--- src/rtl/proc_elem_dm.sv ---
// proc_elem_dm -- second-generation systolic-array processing element.
// Independent activation / weight / accumulator widths, double-buffered
// weights and a runtime choice between weight-stationary (mode = 0) and
// output-stationary (mode = 1) dataflow. Activations travel east, weights
// and partial sums travel south; every datapath output is registered.
// Optional build macro PROC_ELEM_DM_SAT_EN: accumulate results saturate
// instead of wrapping, and a registered sat_flag output marks clipped cycles.
// ACC_WIDTH must be at least DATA_WIDTH + WEIGHT_WIDTH.
module proc_elem_dm #(
  parameter int DATA_WIDTH   = 8,
  parameter int WEIGHT_WIDTH = 8,
  parameter int ACC_WIDTH    = 24
) (
  input  logic                    clk,
  input  logic                    reset,
  input  logic                    mode,
  input  logic                    in_valid,
  input  logic [DATA_WIDTH-1:0]   in_val,
  input  logic [WEIGHT_WIDTH-1:0] in_weight,
  input  logic [ACC_WIDTH-1:0]    in_sum,
  input  logic                    w_shift,
  input  logic                    w_swap,
  input  logic                    acc_clear,
  output logic                    out_valid,
  output logic [DATA_WIDTH-1:0]   out_val,
  output logic [WEIGHT_WIDTH-1:0] out_weight,
`ifdef PROC_ELEM_DM_SAT_EN
  output logic                    sat_flag,
`endif
  output logic [ACC_WIDTH-1:0]    out_sum
);

  localparam int PROD_WIDTH = DATA_WIDTH + WEIGHT_WIDTH;
`ifdef PROC_ELEM_DM_SAT_EN
  // One guard bit above the accumulator width exposes signed overflow.
  localparam int SUM_WIDTH = ACC_WIDTH + 1;
  localparam logic [ACC_WIDTH-1:0] ACC_MAX = {1'b0, {(ACC_WIDTH-1){1'b1}}};
  localparam logic [ACC_WIDTH-1:0] ACC_MIN = {1'b1, {(ACC_WIDTH-1){1'b0}}};
`else
  // Wrapping arithmetic: the sum is simply kept at accumulator width.
  localparam int SUM_WIDTH = ACC_WIDTH;
`endif

  // Registered mode; a mismatch with the live input marks a switch cycle.
  logic                           mode_q;
  logic                           mode_switch;

  // Double-buffered weight: shadow is loaded by the chain, active feeds the MAC.
  logic signed [WEIGHT_WIDTH-1:0] shadow_w;
  logic signed [WEIGHT_WIDTH-1:0] active_w;

  // Output-stationary accumulator.
  logic signed [ACC_WIDTH-1:0]    acc;

  // Datapath intermediates.
  logic signed [PROD_WIDTH-1:0]   ws_prod;
  logic signed [PROD_WIDTH-1:0]   os_prod;
  logic signed [SUM_WIDTH-1:0]    ws_sum;
  logic signed [SUM_WIDTH-1:0]    os_sum;
  logic signed [ACC_WIDTH-1:0]    ws_res;
  logic signed [ACC_WIDTH-1:0]    os_res;
  logic signed [ACC_WIDTH-1:0]    os_base;
  logic signed [ACC_WIDTH-1:0]    acc_next;
`ifdef PROC_ELEM_DM_SAT_EN
  logic                           ws_clip;
  logic                           os_clip;
`endif

  assign mode_switch = (mode != mode_q);

  // MAC arithmetic for both modes: full-width signed products, sign-extended sums.
  always_comb begin
    // NOTE: every signal driven here gets a default first, so no path can leave
    // a value unassigned and infer a latch.
    ws_prod  = PROD_WIDTH'($signed(in_val)) * PROD_WIDTH'(active_w);
    os_prod  = PROD_WIDTH'($signed(in_val)) * PROD_WIDTH'($signed(in_weight));
    ws_sum   = SUM_WIDTH'($signed(in_sum)) + SUM_WIDTH'(ws_prod);
    // A clear restarts the dot product from this cycle's product (or from 0).
    os_base  = acc_clear ? '0 : acc;
    os_sum   = SUM_WIDTH'(os_base) + SUM_WIDTH'(os_prod);
    ws_res   = ws_sum[ACC_WIDTH-1:0];
    os_res   = os_sum[ACC_WIDTH-1:0];
`ifdef PROC_ELEM_DM_SAT_EN
    // Top two bits disagree only when the true sum left the accumulator range.
    ws_clip  = ws_sum[SUM_WIDTH-1] ^ ws_sum[SUM_WIDTH-2];
    os_clip  = os_sum[SUM_WIDTH-1] ^ os_sum[SUM_WIDTH-2];
    if (ws_clip) ws_res = ws_sum[SUM_WIDTH-1] ? ACC_MIN : ACC_MAX;
    if (os_clip) os_res = os_sum[SUM_WIDTH-1] ? ACC_MIN : ACC_MAX;
`endif
    // Without a valid input the accumulator holds (or clears on acc_clear).
    acc_next = in_valid ? os_res : os_base;
  end

  // State and output registers: mode tracking, weight buffers, accumulator, outputs.
  always_ff @(posedge clk or posedge reset) begin
    if (reset) begin
      mode_q     <= 1'b0;
      shadow_w   <= '0;
      active_w   <= '0;
      acc        <= '0;
      out_valid  <= 1'b0;
      out_val    <= '0;
      out_weight <= '0;
      out_sum    <= '0;
`ifdef PROC_ELEM_DM_SAT_EN
      sat_flag   <= 1'b0;
`endif
    end else begin
      mode_q <= mode;
`ifdef PROC_ELEM_DM_SAT_EN
      sat_flag <= 1'b0;
`endif
      if (mode_switch) begin
        // Switch cycle: flush the accumulator and drop this cycle's input.
        acc       <= '0;
        out_sum   <= '0;
        out_valid <= 1'b0;
      end else if (!mode_q) begin
        // Weight-stationary: add this PE's product to the partial sum from north.
        out_valid <= in_valid;
        if (in_valid) begin
          out_sum <= ws_res;
          out_val <= in_val;
`ifdef PROC_ELEM_DM_SAT_EN
          sat_flag <= ws_clip;
`endif
        end
        // NOTE: non-blocking assignments make a same-cycle swap read the shadow
        // value from before this cycle's shift, and the MAC above read the old
        // active weight.
        if (w_shift) begin
          out_weight <= shadow_w;
          shadow_w   <= $signed(in_weight);
        end
        if (w_swap) begin
          active_w <= shadow_w;
        end
      end else begin
        // Output-stationary: weights stream through, the sum stays in this PE.
        out_valid <= in_valid;
        acc       <= acc_next;
        out_sum   <= acc_next;
        if (in_valid) begin
          out_val    <= in_val;
          out_weight <= in_weight;
`ifdef PROC_ELEM_DM_SAT_EN
          sat_flag   <= os_clip;
`endif
        end
      end
    end
  end

endmodule

--- config.mk ---
export PLATFORM = sky130hd
export DESIGN_NAME = proc_elem_dm
export DESIGN_NICKNAME = d
export VERILOG_FILES = /design/src/rtl/proc_elem_dm.sv
export SDC_FILE = /design/constraint.sdc
export NUM_CORES = 1
export LEC_CHECK = 0
export BUFFER_PORTS_ARGS = -buffer_cell sky130_fd_sc_hd__buf_2
export CORE_AREA = 4 4 206 208
export CTS_CLUSTER_DIAMETER = 50
export DETAILED_ROUTE_END_ITERATION = 12
export DIE_AREA = 0 0 210 212
export REMOVE_ABC_BUFFERS = 1
export SLEW_MARGIN = 20
export SYNTH_ARGS = -nofsm -noshare
export SYNTH_HDL_FRONTEND = slang
export SYNTH_SLANG_ARGS = --single-unit
--- constraint.sdc ---
create_clock -name clk -period 8.9 [get_ports clk]
set_input_delay 0.89 -clock clk [delete_from_list [all_inputs] [get_ports clk]]
set_output_delay 0.89 -clock clk [all_outputs]
set_load 0.02 [all_outputs]
==> impl_results.md <==
- Status: completed
- Post-DRT Antenna Nets: 0
- Design Area, Final: 13440 um2
- Final hold violation count: 0
- Io pins: 88
- CTS Sinks: 82
- Num CTS Buffers: 9
- Crit path required time: 9.13 ns
- First DRT Iteration DRCs: 437
- Routed wire length per instance: 15.93 um
- Share of layout cells above drive strength 1: 0.1198
- Worst setup SP type: primary input
- Post-CTS setup buffers: 0
- Finish-stage setup viols: 0
- Clock Root Buffer: clkbuf_16
- Critical path peak fanout: 17
- Mapped Cells: 1218
- Worst-case clock buffer depth: 2
- Overall die height: 212 um
- Most common cell after layout, fill and taps aside: fa_1
- Initial antenna violation count: 0
- Core Box Area: 40550 um2
- Commonest non-fill, non-tap cells in the layout: 208 x fa_1, 194 x inv_1, 109 x ha_1, 108 x nand2_1, 87 x buf_2
- Total gr overflow: 0
- WP data arrival: 7.09 ns
- Number of synthesized flops with an enable pin: 0
- CTS tree: built
- Synth Flop Type: dfrtp_1
- Final clock skew: 0.01066 ns
- Final Critical Period: 6.856 ns
- Measured slew at the worst slew-check pin: 1.014 ns
- Kind of critical path: primary input to register
- Total negative slack: 0 ns
- Synth Register Bits: 82
- Synth warn: 0
- Vias in the first global route: 9344
- Cell taking the most area after synthesis: fa_1
- Post-CTS resize count: 0
- Max-cap violation count: 0
- Final HPWL DP: 23.99 mm
- Die area: 44520 um2
- FP Rows: 74
- Synth cell types: 62
- GRT Total Usage: 0.1368
- Max-slew violations: 0
- Diodes inserted: 0
- Clock Latency Late Sink: 0.36 ns
- Synth top area share: 0.3438
- Final nets: 1645
- Fmax: 0.1459 GHz
- Placer congestion estimate: 0.8195
- Initial Util: 0.2986
- First-pass GRT wire length: 49.45 mm
- Sequential fraction of the synthesis area: 0.1694
- Fin crit share: 0.7704
- Cell area after synthesis: 12110 um2
- Port-buffer cells: 87
- H-tree depth reported by CTS: 3
- Top cells by area, synth: fa_1 34%, dfrtp_1 17%, ha_1 11%
- RSZ-0062 raised after global routing: no
- Die Width: 210 um
- Hold_ws: 0.4705 ns
- Ys async rst share: 1.000
- DR DRC count: 0
- Largest net degree at the start of global routing: 54
- Number of vias per cell: 4.723
- Worst-path clk slew: 0.07 ns
- HP Class: register to register
- Slew margin rel.: 0.3212
- Post-CTS Hold Buffers: 0
- Vias: 8586
- First-pass detailed-route iteration total: 5
- Worst Setup End Kind: register
- Area delta synth->final: 10.97%
- Routed wire length: 28.97 mm
- Synth Area per Inst: 9.943 um2
- Placed instance area: 13110 um2
[critical path, cell delays in order]
cell	delay, ns
buf_2	0.39
and2_1	0.66
inv_1	0.41
fa_1	0.59
inv_1	0.06
fa_1	0.48
fa_1	0.56
fa_1	0.44
fa_1	0.45
ha_1	0.36
o21ai_0	0.14
o21a_2	0.25
o21ai_2	0.22
a21oi_2	0.09
o21bai_1	0.24
o41ai_2	0.11
xnor2_1	0.30
a211oi_1	0.14
a221o_1	0.29
[path summary, 6_finish.rpt]
kind	cells after the start	endpoint	from	slack (ns)
worst min-delay path	2	out_val[5]	out_val[5]	0.47
max in group asynchronous	3	mode_q	reset	7.20
worst max-delay path	19	acc[23]	in_val[7]	2.04
worst max register to register	16	out_sum[22]	active_w[1]	2.63
min in group asynchronous	2	out_valid	reset	0.56
worst min register to register	2	out_val[5]	out_val[5]	0.47
[final cells by class]
cell class	instances	area (um2)
Sequential cell	82	2053
Clock buffer	9	225.2
Fill cell	4207	27110
Inverter	198	744.5
Tap cell	532	665.6
Multi-Input combinational cell	896	9156
Timing Repair Buffer	94	488.0
Clock inverter	7	106.4
[cells in the mapped netlist (all sizes together), types with 3 or more instances]
master,n
xnor2,37
o21ai,36
nand2,108
ha,109
nor2,57
xor2,4
dfrtp,82
nor2b,29
mux2,18
fa,208
a221o,3
a211oi,35
buf,5
nor3,7
inv,195
o21a,7
mux2i,14
and2,69
clkbuf,37
a221oi,7
and3,5
o21bai,7
a211o,3
o2111ai,3
a22oi,3
a31oi,5
a21oi,56
a22o,3
or2,6
nand2b,23
clkinv,3
a21o,9
[logic make-up (layout without fill, tap and decap cells)]
kind of cell    count (synthesis)  in the layout  share of synthesized area
flops                          82             82                     0.1694
fa+ha+maj                     317            317                     0.4565
xor+xnor                       41             41                    0.02965
mux                            33             33                    0.03017
simple gates                  313            313                     0.1283
compound gates                192            192                     0.1115
buf+inv                       240            308                    0.07449
[registers in the layout, summed over array words and instances (netlist names)]
name,flops
out_valid,1
active_w,8
mode_q,1
out_weight,8
out_sum,24
out_val,8
acc,24
shadow_w,8
[metrics by stage]
stage / std cells / worst slack [ns] / utilization
CTS: 1818 / 2.033 / 0.3314
finish: 1818 / 2.044 / 0.3314
global route: 1818 / 1.555 / 0.3314
global placement: 1802 / 1.797 / 0.3232
detailed placement: 1802 / 1.670 / 0.3232
floorplan: 1176 / 2.724 / -
[metal layers]
layer	track usage	routed length, um	vias up
met3	0.02627	1358	26
li1	-	-	4032
met1	0.1834	12880	4387
met4	0.03240	601	0
met2	0.2309	14130	141
met5	0	0	-
Power is not shown: default switching activity piles up to over one toggle a cycle in this logic, so the estimate is an artifact.
